$ cat src/rtl/truth_table_sequencer.sv
// truth_table_sequencer
// Sweeps a small combinational gate through every input combination, holds each
// vector long enough for the gate to settle, samples the gate output once and
// compares it with the expected truth table. Reports a saturating mismatch count,
// a per-vector fail map, and a pass flag with a one-cycle done pulse at the end.
module truth_table_sequencer #(
  parameter int                   N_IN   = 2,
  parameter logic [(1<<N_IN)-1:0] TRUTH  = 4'b1000,
  parameter int                   SETTLE = 2,
  parameter int                   ERR_W  = 8
) (
  input  logic                   clk,
  input  logic                   rst,
  input  logic                   start,
  input  logic                   dut_out,
  output logic [N_IN-1:0]        stim,
  output logic                   busy,
  output logic                   done,
  output logic                   pass,
  output logic [ERR_W-1:0]       err_count,
  output logic [(1<<N_IN)-1:0]   fail_vec
);

  localparam int NUM_VEC = 1 << N_IN;
  localparam int CNT_W   = (SETTLE > 1) ? $clog2(SETTLE) : 1;

  localparam logic [CNT_W-1:0] CNT_LAST = CNT_W'(SETTLE - 1);
  localparam logic [N_IN-1:0]  VEC_LAST = N_IN'(NUM_VEC - 1);

  typedef enum logic [1:0] {
    S_IDLE,
    S_SETTLE,
    S_CHECK,
    S_FINISH
  } state_t;

  state_t           state;
  state_t           state_next;
  logic [CNT_W-1:0] cnt;

  logic settle_last;
  logic vec_last;
  logic mismatch;

  assign settle_last = (cnt == CNT_LAST);
  assign vec_last    = (stim == VEC_LAST);
  // Only meaningful in CHECK; the datapath ignores it elsewhere so glitches while
  // the gate settles are never recorded.
  assign mismatch    = (dut_out != TRUTH[stim]);

  // State register.
  // NOTE: every clocked process uses non-blocking assignments so all registers
  // update from the same pre-edge values; blocking here would race with the
  // datapath register block below.
  always_ff @(posedge clk) begin
    if (rst) begin
      state <= S_IDLE;
    end else begin
      state <= state_next;
    end
  end

  // Next-state decode.
  // NOTE: state_next gets a default before the case so no path leaves it
  // unassigned; a missing default would infer a latch.
  always_comb begin
    state_next = state;
    unique case (state)
      S_IDLE:   if (start) state_next = S_SETTLE;
      S_SETTLE: if (settle_last) state_next = S_CHECK;
      S_CHECK:  state_next = vec_last ? S_FINISH : S_SETTLE;
      S_FINISH: state_next = S_IDLE;
      default:  state_next = S_IDLE;
    endcase
  end

  // Status outputs decoded from the registered state; busy drops as FINISH is
  // entered so it never overlaps the done pulse.
  always_comb begin
    busy = 1'b0;
    done = 1'b0;
    unique case (state)
      S_SETTLE: busy = 1'b1;
      S_CHECK:  busy = 1'b1;
      S_FINISH: done = 1'b1;
      default: ;
    endcase
  end

  // Stimulus, settle counter and result registers.
  always_ff @(posedge clk) begin
    if (rst) begin
      stim      <= '0;
      cnt       <= '0;
      err_count <= '0;
      fail_vec  <= '0;
      pass      <= 1'b0;
    end else begin
      unique case (state)
        S_IDLE: begin
          // Results of the last sweep stay visible until a new sweep starts.
          if (start) begin
            stim      <= '0;
            cnt       <= '0;
            err_count <= '0;
            fail_vec  <= '0;
            pass      <= 1'b0;
          end
        end
        S_SETTLE: begin
          cnt <= settle_last ? '0 : cnt + 1'b1;
        end
        S_CHECK: begin
          if (mismatch) begin
            fail_vec[stim] <= 1'b1;
            if (err_count != '1) begin
              err_count <= err_count + 1'b1;
            end
          end
          if (vec_last) begin
            // Pass is resolved here, with the final vector's result folded in,
            // so it is already valid while done is high in FINISH.
            pass <= (err_count == '0) && !mismatch;
          end else begin
            stim <= stim + 1'b1;
            cnt  <= '0;
          end
        end
        S_FINISH: begin
          stim <= '0;
        end
        default: ;
      endcase
    end
  end

endmodule

$ cat config.mk
export PLATFORM = sky130hd
export DESIGN_NAME = truth_table_sequencer
export DESIGN_NICKNAME = d
export VERILOG_FILES = /design/src/rtl/truth_table_sequencer.sv
export SDC_FILE = /design/constraint.sdc
export NUM_CORES = 1
export LEC_CHECK = 0
export BUFFER_PORTS_ARGS = -buffer_cell sky130_fd_sc_hd__buf_2
export CAP_MARGIN = 30
export CORE_MARGIN = 2
export CORE_UTILIZATION = 45
export DETAILED_ROUTE_END_ITERATION = 8
export HOLD_SLACK_MARGIN = 0.15
export PLACE_DENSITY = 0.67
export SLEW_MARGIN = 20
export SYNTH_ARGS = -nofsm -noshare
export SYNTH_HDL_FRONTEND = slang
export SYNTH_SLANG_ARGS = --single-unit
export TNS_END_PERCENT = 1
$ cat constraint.sdc
create_clock -name clk -period 4.82 [get_ports clk]
set_input_delay 0.482 -clock clk [delete_from_list [all_inputs] [get_ports clk]]
set_output_delay 0.482 -clock clk [all_outputs]
set_load 0.02 [all_outputs]
==> impl_metrics.yaml, run 1 <==
power_and_ir_drop:
  ir_worst_vdd_mv: 0.211
  power_density_nw_per_um2: 383
  leakage_uw: 0.000518
routing:
  vias_per_cell: 5.75
  route.vias.total: 1006
  post-route-drc-count: 0
  routedWlPerCell_um: 13.6
  drtIter0Drc: 27
  first_pass_iters: 4
  ant_nets: 0
  routed_wirelength_mm: 2.38
synth:
  synth_edf_count: 0
  ys.flop_type: "dfxtp_1"
  ys_seq_area_frac: 0.335
  ys_types: 37
  yosys_warnings: 0
  synth.ff_latch_count: 18
  ys_async_sr_fraction: 0
  synth_nets: 145
  syn-instance-count: 129
  syn_avg_cell_area_um2: 8.33
  synth.cell_area_um2: 1070
timing:
  worst_hold_slack_ns: 0.478
  rsz0062_at_grt: "no"
  fmax_ghz: 0.405
  fin_crit_sh: 0.512
  setup_ws_ns: 2.35
  drv_slew: 0
  finalHoldViolCount: 0
  skew_ns: 0.00468
  finalCriticalPeriod_ns: 2.47
  setup_violations: 0
  tightest_slew_ns: 0.801
  finalSetupTns_ns: 0
  slew_headroom: 0.466
worst_hold_path:
  min_path_type: "reg -> reg"
  min_from: "fail_vec[0]"
setup_path:
  path_cells: "inv_1 > ha_1 > mux2i_1 > a21oi_1 > a21oi_1 > a311oi_1"
  setup.worst_path.start: "state[0]"
  critPathSlowestCell: "a21oi_1"
  cpPeakStageDelay_ns: 0.68
  start_kind: "flip-flop"
  cpMostUsedCell: "a21oi_1"
  cp_num_buf_inv: 1
  cp_top_family: "compound AO/OA/AOI/OAI gates"
  path_class: "reg -> reg"
  critPathMaxFanout: 17
  r2r-start: "state[0]"
  cp.arrival_ns: 2.68
  end_kind: "flip-flop"
  required_ns: 5.03
clocking:
  cts-resized-gates: 0
  insertion_delay_ns: 0.30
  cts_max_level: 1
  cts_tree: "done"
  holdBufCountCts: 0
  clk_pin_slew_ns: 0.11
  root_buffer: "clkbuf_4"
  cts_buffers: 3
  clock_sinks: 18
  post-cts-setup-buffer-count: 0
  clockBufferDepth: 2
floorplanning:
  num_rows: 17
  chipHeight_um: 52.9
  die_x_um: 52.9
  die_area_um2: 2800
  io_pins: 21
  initial_core_util: 0.481
  coreArea_um2: 2230
global_routing:
  grt_max_degree: 18
  first_global_vias: 901
  grt_first_pass_wirelength_mm: 3.75
  grt_overflow: 0
  grt_antenna_before_repair: 0
  grt_usage: 0.183
status:
  status: "complete, no violations"
place:
  io_buffer_count: 20
  place_ws_ns: 2.40
  place.detailed.hpwl_mm: 1.77
  globalplace.congestion: 0.870
finish:
  drive_above_1_share: 0.184
  final_cell_mix: "buf_2 (20), dfxtp_1 (18), nor2_1 (16)"
  area.growth.synth_to_final_pct: 13.5
  finish.utilization: 0.546
  layout_commonest_cell: "buf_2"
  n_antenna_cell: 0
  final_nets: 164
flow_run:
  cap_violations: 0
[cell usage after synthesis (2+ instances only)]
cell	instances	area share
nor2b_1	3	0.017
a31oi_1	2	0.012
nor2_1	16	0.056
mux2i_1	4	0.037
a311oi_1	2	0.016
a21oi_1	10	0.047
nand2_1	8	0.028
o31ai_1	2	0.014
nand3_1	3	0.014
buf_2	3	0.014
dfxtp_1	18	0.34
inv_1	10	0.035
nor3b_1	2	0.014
clkbuf_1	3	0.010
o21ai_0	5	0.023
a21o_1	2	0.014
nor3_1	3	0.014
nand4_1	3	0.017
ha_1	12	0.14
[tightest hold or removal path, stage by stage (launching register included)]
cell and delay, ns:
dfxtp_1 0.34, a21oi_1 0.04, nor2_1 0.07
[path summary, 6_finish.rpt]
path                            cells past startpoint           end  slack, ns
worst max-delay path                                6  err_count[2]       2.35
worst min-delay path                                2   fail_vec[0]       0.48
worst max register to register                      6  err_count[2]       2.35
worst min register to register                      2   fail_vec[0]       0.48
[power by group]
| part | total, uW | internal (uW) | switching [uW] |
|---|---|---|---|
| logic | 190 | 69.1 | 121 |
| clock network | 96.5 | 46.1 | 50.4 |
| registers | 180 | 164 | 16.1 |
[metal layers]
metal | part of all wire | vias to the layer above | global-route usage
met5 | 0 | - | 0
met3 | 0.066 | 11 | 0.0339
met4 | 0.023 | 0 | 0.111
met1 | 0.43 | 467 | 0.217
li1 | - | 492 | -
met2 | 0.48 | 36 | 0.302
[state kept, by name, indices dropped and copies added, names as in the netlist]
| signal | cells |
|---|---|
| stim | 2 |
| state | 2 |
| fail_vec | 4 |
| err_count | 8 |
| cnt | 1 |
| pass | 1 |
[logic make-up (layout without fill, tap and decap cells)]
kind of cell,after synthesis,count (layout),synth area share
buf+inv,16,34,0.0594
xor+xnor,1,1,0.00815
simple gates,48,48,0.236
mux,5,5,0.0477
compound gates,29,29,0.173
fa+ha+maj,12,12,0.140
flops,18,18,0.335
[layout make-up]
cell class              count  area (um^2)
well taps                  28         35.0
repair buffers             20          100
fillers                   209         1010
inverters                  10         37.5
flip-flops and latches     18          360
clock buffers               4         36.3
multi-input cells          95          651
[per-stage QoR]
step / cell area [um^2] / cells / power [uW]
finish: 1220 / 175 / 467
global route: 1220 / 175 / 501
CTS: 1220 / 175 / 470
detailed placement: 1180 / 171 / 374
global placement: 1180 / 171 / 370
floorplan: 1070 / 129 / 335
Note: power is estimated with default switching activity, not from simulation.
==> run 2: changes to the inputs <==
==> constraint.sdc (replaced) <==
create_clock -name clk -period 2.4 [get_ports clk]
set_input_delay 0.24 -clock clk [delete_from_list [all_inputs] [get_ports clk]]
set_output_delay 0.24 -clock clk [all_outputs]
set_load 0.02 [all_outputs]
==> impl_metrics.yaml, run 2 (synthesized netlist as in run 1, its figures left out) <==
power_and_ir_drop:
  power.internal_uw: 538
  leakage_uw: 0.000522
  combPwrFrac: 0.432
  power_density_nw_per_um2: 747
  ir_worst_vdd_mv: 0.529
  switching_share: 0.410
  p_clk_frac: 0.170
  seqPwrFrac: 0.398
  p_switching_uw: 374
clocking:
  clock_sinks: 18
  cts_buffers: 3
  insertion_delay_ns: 0.30
  cts_tree: "done"
  holdBufCountCts: 0
  post-cts-setup-buffer-count: 0
  clk_pin_slew_ns: 0.11
  clockBufferDepth: 2
  cts-resized-gates: 0
  root_buffer: "clkbuf_4"
  cts_max_level: 1
place:
  io_buffer_count: 20
  dp_cells: 173
  place_ws_ns: 0.337
  globalplace.congestion: 0.821
  place.detailed.hpwl_mm: 1.77
finish:
  area.growth.synth_to_final_pct: 13.6
  top_register: "err_count"
  final_cells: 176
  layout_commonest_cell: "buf_2"
  final_nets: 166
  largest_reg_flops: 8
  final_cell_mix: "buf_2 (20), dfxtp_1 (18), nor2_1 (16)"
  reg_top3: "err_count: 8 flops, fail_vec: 4 flops"
  drive_above_1_share: 0.189
  n_antenna_cell: 0
timing:
  fmax_ghz: 0.481
  finalHoldViolCount: 0
  slew_headroom: 0.489
  tightest_slew_ns: 0.766
  rsz0062_at_grt: "no"
  skew_ns: 0.00593
  drv_slew: 0
  fin_crit_sh: 0.866
  setup_ws_ns: 0.322
  finalSetupTns_ns: 0
  setup_violations: 0
  finalCriticalPeriod_ns: 2.08
setup_path:
  required_ns: 2.62
  r2r-start: "state[0]"
  start_kind: "flip-flop"
  cp_num_buf_inv: 1
  cpPeakStageDelay_ns: 0.63
  critPathMaxFanout: 11
  r2r_end: "err_count[2]"
  path_class: "reg -> reg"
  cp.arrival_ns: 2.30
  r2r_slack_ns: 0.32
  critPathSlowestCell: "a21oi_1"
  cp_top_family: "compound AO/OA/AOI/OAI gates"
  reg2regPathDepth: 6
  path_cells: "inv_1 > ha_1 > mux2i_1 > a21oi_1 > a21oi_1 > a311oi_1"
  end_kind: "flip-flop"
  cpMostUsedCell: "a21oi_1"
status:
  status: "complete, no violations"
routing:
  routed_wirelength_mm: 2.39
  drtIter0Drc: 26
  route.vias.total: 991
  ant_nets: 0
  vias_per_cell: 5.63
  post-route-drc-count: 0
  first_pass_iters: 4
  routedWlPerCell_um: 13.6
global_routing:
  grt_max_degree: 18
  grt_first_pass_wirelength_mm: 4.04
  grt_overflow: 0
  grt_antenna_before_repair: 0
  first_global_vias: 919
  grt_usage: 0.198
worst_hold_path:
  min_from: "dut_out"
  hold-path-endpoint: "fail_vec[3]"
  whs_path_depth: 4
  min_path_type: "in -> reg"
floorplanning:
  num_rows: 17
  io_pins: 21
  die_x_um: 52.9
  chipHeight_um: 52.9
  die_area_um2: 2800
  coreArea_um2: 2230
  initial_core_util: 0.481
flow_run:
  cap_violations: 0
[run 2: cell types whose count changed in the layout (fill, tap and decap cells not counted)]
cell | before | now
buf_4 | 0 | 2
clkbuf_8 | 1 | 0
[run 2: worst min-delay path, delay by kind of cell]
family	cells	cell delay [ns]
AND/OR/NAND/NOR	3	0.18
buffers and inverters	1	0.10
[run 2: how the worst max path moves through the flow]
stage | startpoint | slack, ns | cells after the start | endpoint
6_report | state[0] | 0.32 | 6 | err_count[2]
4_1_cts | state[0] | 0.29 | 6 | err_count[2]
2_1_floorplan | state[0] | 0.67 | 8 | err_count[7]
3_5_place_dp | state[0] | 0.34 | 6 | err_count[2]
5_1_grt | state[0] | 0.01 | 6 | err_count[2]
3_3_place_gp | state[0] | 0.41 | 6 | err_count[2]
[run 2: power groups by stage]
stage | Combinational (uW) | Sequential (uW) | Clock, uW
after floorplan | 295 | 378 | 0
after global placement | 392 | 365 | 0
after detailed placement | 393 | 369 | 0
after CTS | 398 | 362 | 160
after global routing | 453 | 369 | 173
final | 394 | 363 | 155
[run 2: area by class of cell]
class | count | area [um^2]
multi-input cells | 95 | 651
inverters | 10 | 37.5
clock buffers | 3 | 22.5
repair buffers | 22 | 115
fillers | 219 | 1010
flip-flops and latches | 18 | 360
well taps | 28 | 35.0
[run 2: stage by stage]
stage          total power [uW]  hold slack [ns]  cell area, um^2   util
6_report                    912            0.252             1220  0.547
5_1_grt                     995            0.296             1220  0.547
3_3_place_gp                757            0.453             1200  0.537
3_5_place_dp                762            0.463             1200  0.537
4_1_cts                     920            0.260             1220  0.547
2_1_floorplan               673            0.427             1070      -
[run 2: per-layer routing]
metal | track usage | wire length [um] | vias to the layer above
met5 | 0 | 0 | -
met4 | 0.0256 | 14 | 0
met3 | 0.0593 | 143 | 2
met2 | 0.352 | 1180 | 34
met1 | 0.239 | 1050 | 462
li1 | - | - | 493
==> run 3: changes to the inputs <==
==> constraint.sdc (replaced) <==
create_clock -name clk -period 2 [get_ports clk]
set_input_delay 0.2 -clock clk [delete_from_list [all_inputs] [get_ports clk]]
set_output_delay 0.2 -clock clk [all_outputs]
set_load 0.1 [all_outputs]
==> impl_metrics.yaml, run 3 (synthesized netlist as in run 1, its figures left out) <==
status:
  status: "complete, no violations"
finish:
  reg_top3: "err_count: 8 flops, fail_vec: 4 flops"
  final_nets: 169
  drive_above_1_share: 0.250
  area.growth.synth_to_final_pct: 18.2
  largest_reg_flops: 8
  top_register: "err_count"
  n_antenna_cell: 0
  final_cells: 180
  final_cell_mix: "buf_2 (20), nor2_1 (16), dfxtp_1 (13)"
  layout_commonest_cell: "buf_2"
place:
  place.detailed.hpwl_mm: 1.82
  globalplace.congestion: 0.852
  io_buffer_count: 20
  dp_cells: 176
global_routing:
  grt_antenna_before_repair: 0
  grt_max_degree: 18
  grt_overflow: 0
  grt_usage: 0.188
  grt_first_pass_wirelength_mm: 3.82
  first_global_vias: 899
routing:
  routed.top_layer: "met4"
  first_pass_iters: 4
  wl_met1_mm: 1.12
  drtIter0Drc: 14
  routed_wirelength_mm: 2.38
  ant_nets: 0
  route.met2.wl_mm: 1.17
  vias_per_cell: 5.52
  post-route-drc-count: 0
  routedWlPerCell_um: 13.2
  met3_length_um: 76
  route.vias.total: 993
timing:
  finalCriticalPeriod_ns: 1.78
  rsz0062_at_grt: "no"
  fmax_ghz: 0.563
  finalSetupTns_ns: 0
  fin_crit_sh: 0.888
  setup_violations: 0
  skew_ns: 0.00865
  slew_headroom: 0.676
  worst_hold_slack_ns: 0.214
  tightest_slew_ns: 0.490
  drv_slew: 0
  finalHoldViolCount: 0
clocking:
  cts_tree: "done"
  holdBufCountCts: 0
  cts_buffers: 3
  clock_sinks: 18
  cts-resized-gates: 0
  clockBufferDepth: 2
  post-cts-setup-buffer-count: 0
  clk_pin_slew_ns: 0.12
  insertion_delay_ns: 0.30
  cts_max_level: 1
  root_buffer: "clkbuf_4"
setup_path:
  required_ns: 2.23
  path_class: "reg -> reg"
  end_kind: "flip-flop"
  critPathMaxFanout: 5
  r2r_slack_ns: 0.22
  cp_num_buf_inv: 1
  cp_top_family: "simple AND/OR/NAND/NOR gates"
  critPathSlowestCell: "dfxtp_1"
  cp.arrival_ns: 2.01
  r2r_end: "stim[1]"
  r2r-start: "state[1]"
  start_kind: "flip-flop"
  path_cells: "inv_1 > ha_1 > nor2b_1 > nor3b_1 > mux2_2 > nor2_1"
  reg2regPathDepth: 6
  cpPeakStageDelay_ns: 0.41
floorplanning:
  num_rows: 17
  initial_core_util: 0.481
  die_area_um2: 2800
  io_pins: 21
  coreArea_um2: 2230
  die_x_um: 52.9
  chipHeight_um: 52.9
worst_hold_path:
  hold-path-endpoint: "fail_vec[3]"
  min_path_type: "in -> reg"
  min_from: "dut_out"
  whs_path_depth: 4
flow_run:
  cap_violations: 0
power_and_ir_drop:
  ir_worst_vdd_mv: 1.05
  leakage_uw: 0.000546
  power_density_nw_per_um2: 1100
[run 3: cell types whose count changed in the layout (fill, tap and decap cells not counted)]
cell,change
dfxtp_1,-5
dfxtp_2,+5
buf_4,+3
clkbuf_8,+1
nor4_1,-1
nor4_2,+1
[run 3: power by group]
group,internal [uW],leakage [uW],switching (uW)
sequential,400,0.000148,36.8
clock,111,0.0000210,122
combinational,211,0.000377,511
[run 3: how the worst max path moves through the flow]
stage                      start           end  slack, ns  cells after the start
global route            state[1]       stim[1]       0.08                      6
finish                  state[1]       stim[1]       0.22                      6
global placement        state[0]       stim[1]       0.26                      6
detailed placement      state[0]  err_count[0]       0.19                      6
floorplan           err_count[2]  err_count[3]      -0.11                      5
CTS                     state[0]  err_count[2]       0.16                      7
[run 3: area by class of cell]
cell class,instances,area [um^2]
Sequential cell,18,367
Clock buffer,4,36.3
Fill cell,222,963
Inverter,10,37.5
Timing Repair Buffer,25,138
Multi-Input combinational cell,95,657
Tap cell,28,35.0
[run 3: per-stage QoR]
| stage | setup WS (ns) | total power, uW | cell area (um^2) | util |
|---|---|---|---|---|
| after CTS | 0.164 | 1390 | 1260 | 0.565 |
| after global routing | 0.0804 | 1480 | 1270 | 0.569 |
| after global placement | 0.257 | 1150 | 1230 | 0.549 |
| after floorplan | -0.106 | 1020 | 1080 | - |
| after detailed placement | 0.190 | 1160 | 1230 | 0.549 |
| final | 0.223 | 1390 | 1270 | 0.569 |
[run 3: worst register-to-register path, stage by stage (launching register included)]
cell and delay [ns]:
dfxtp_1 0.41, inv_1 0.12, ha_1 0.22, nor2b_1 0.19, nor3b_1 0.33, mux2_2 0.37, nor2_1 0.08
[run 3: layer usage]
layer / GRT usage / vias up
met5: 0 / -
met4: 0.0769 / 0
met3: 0.0282 / 2
met2: 0.298 / 16
met1: 0.253 / 470
li1: - / 505
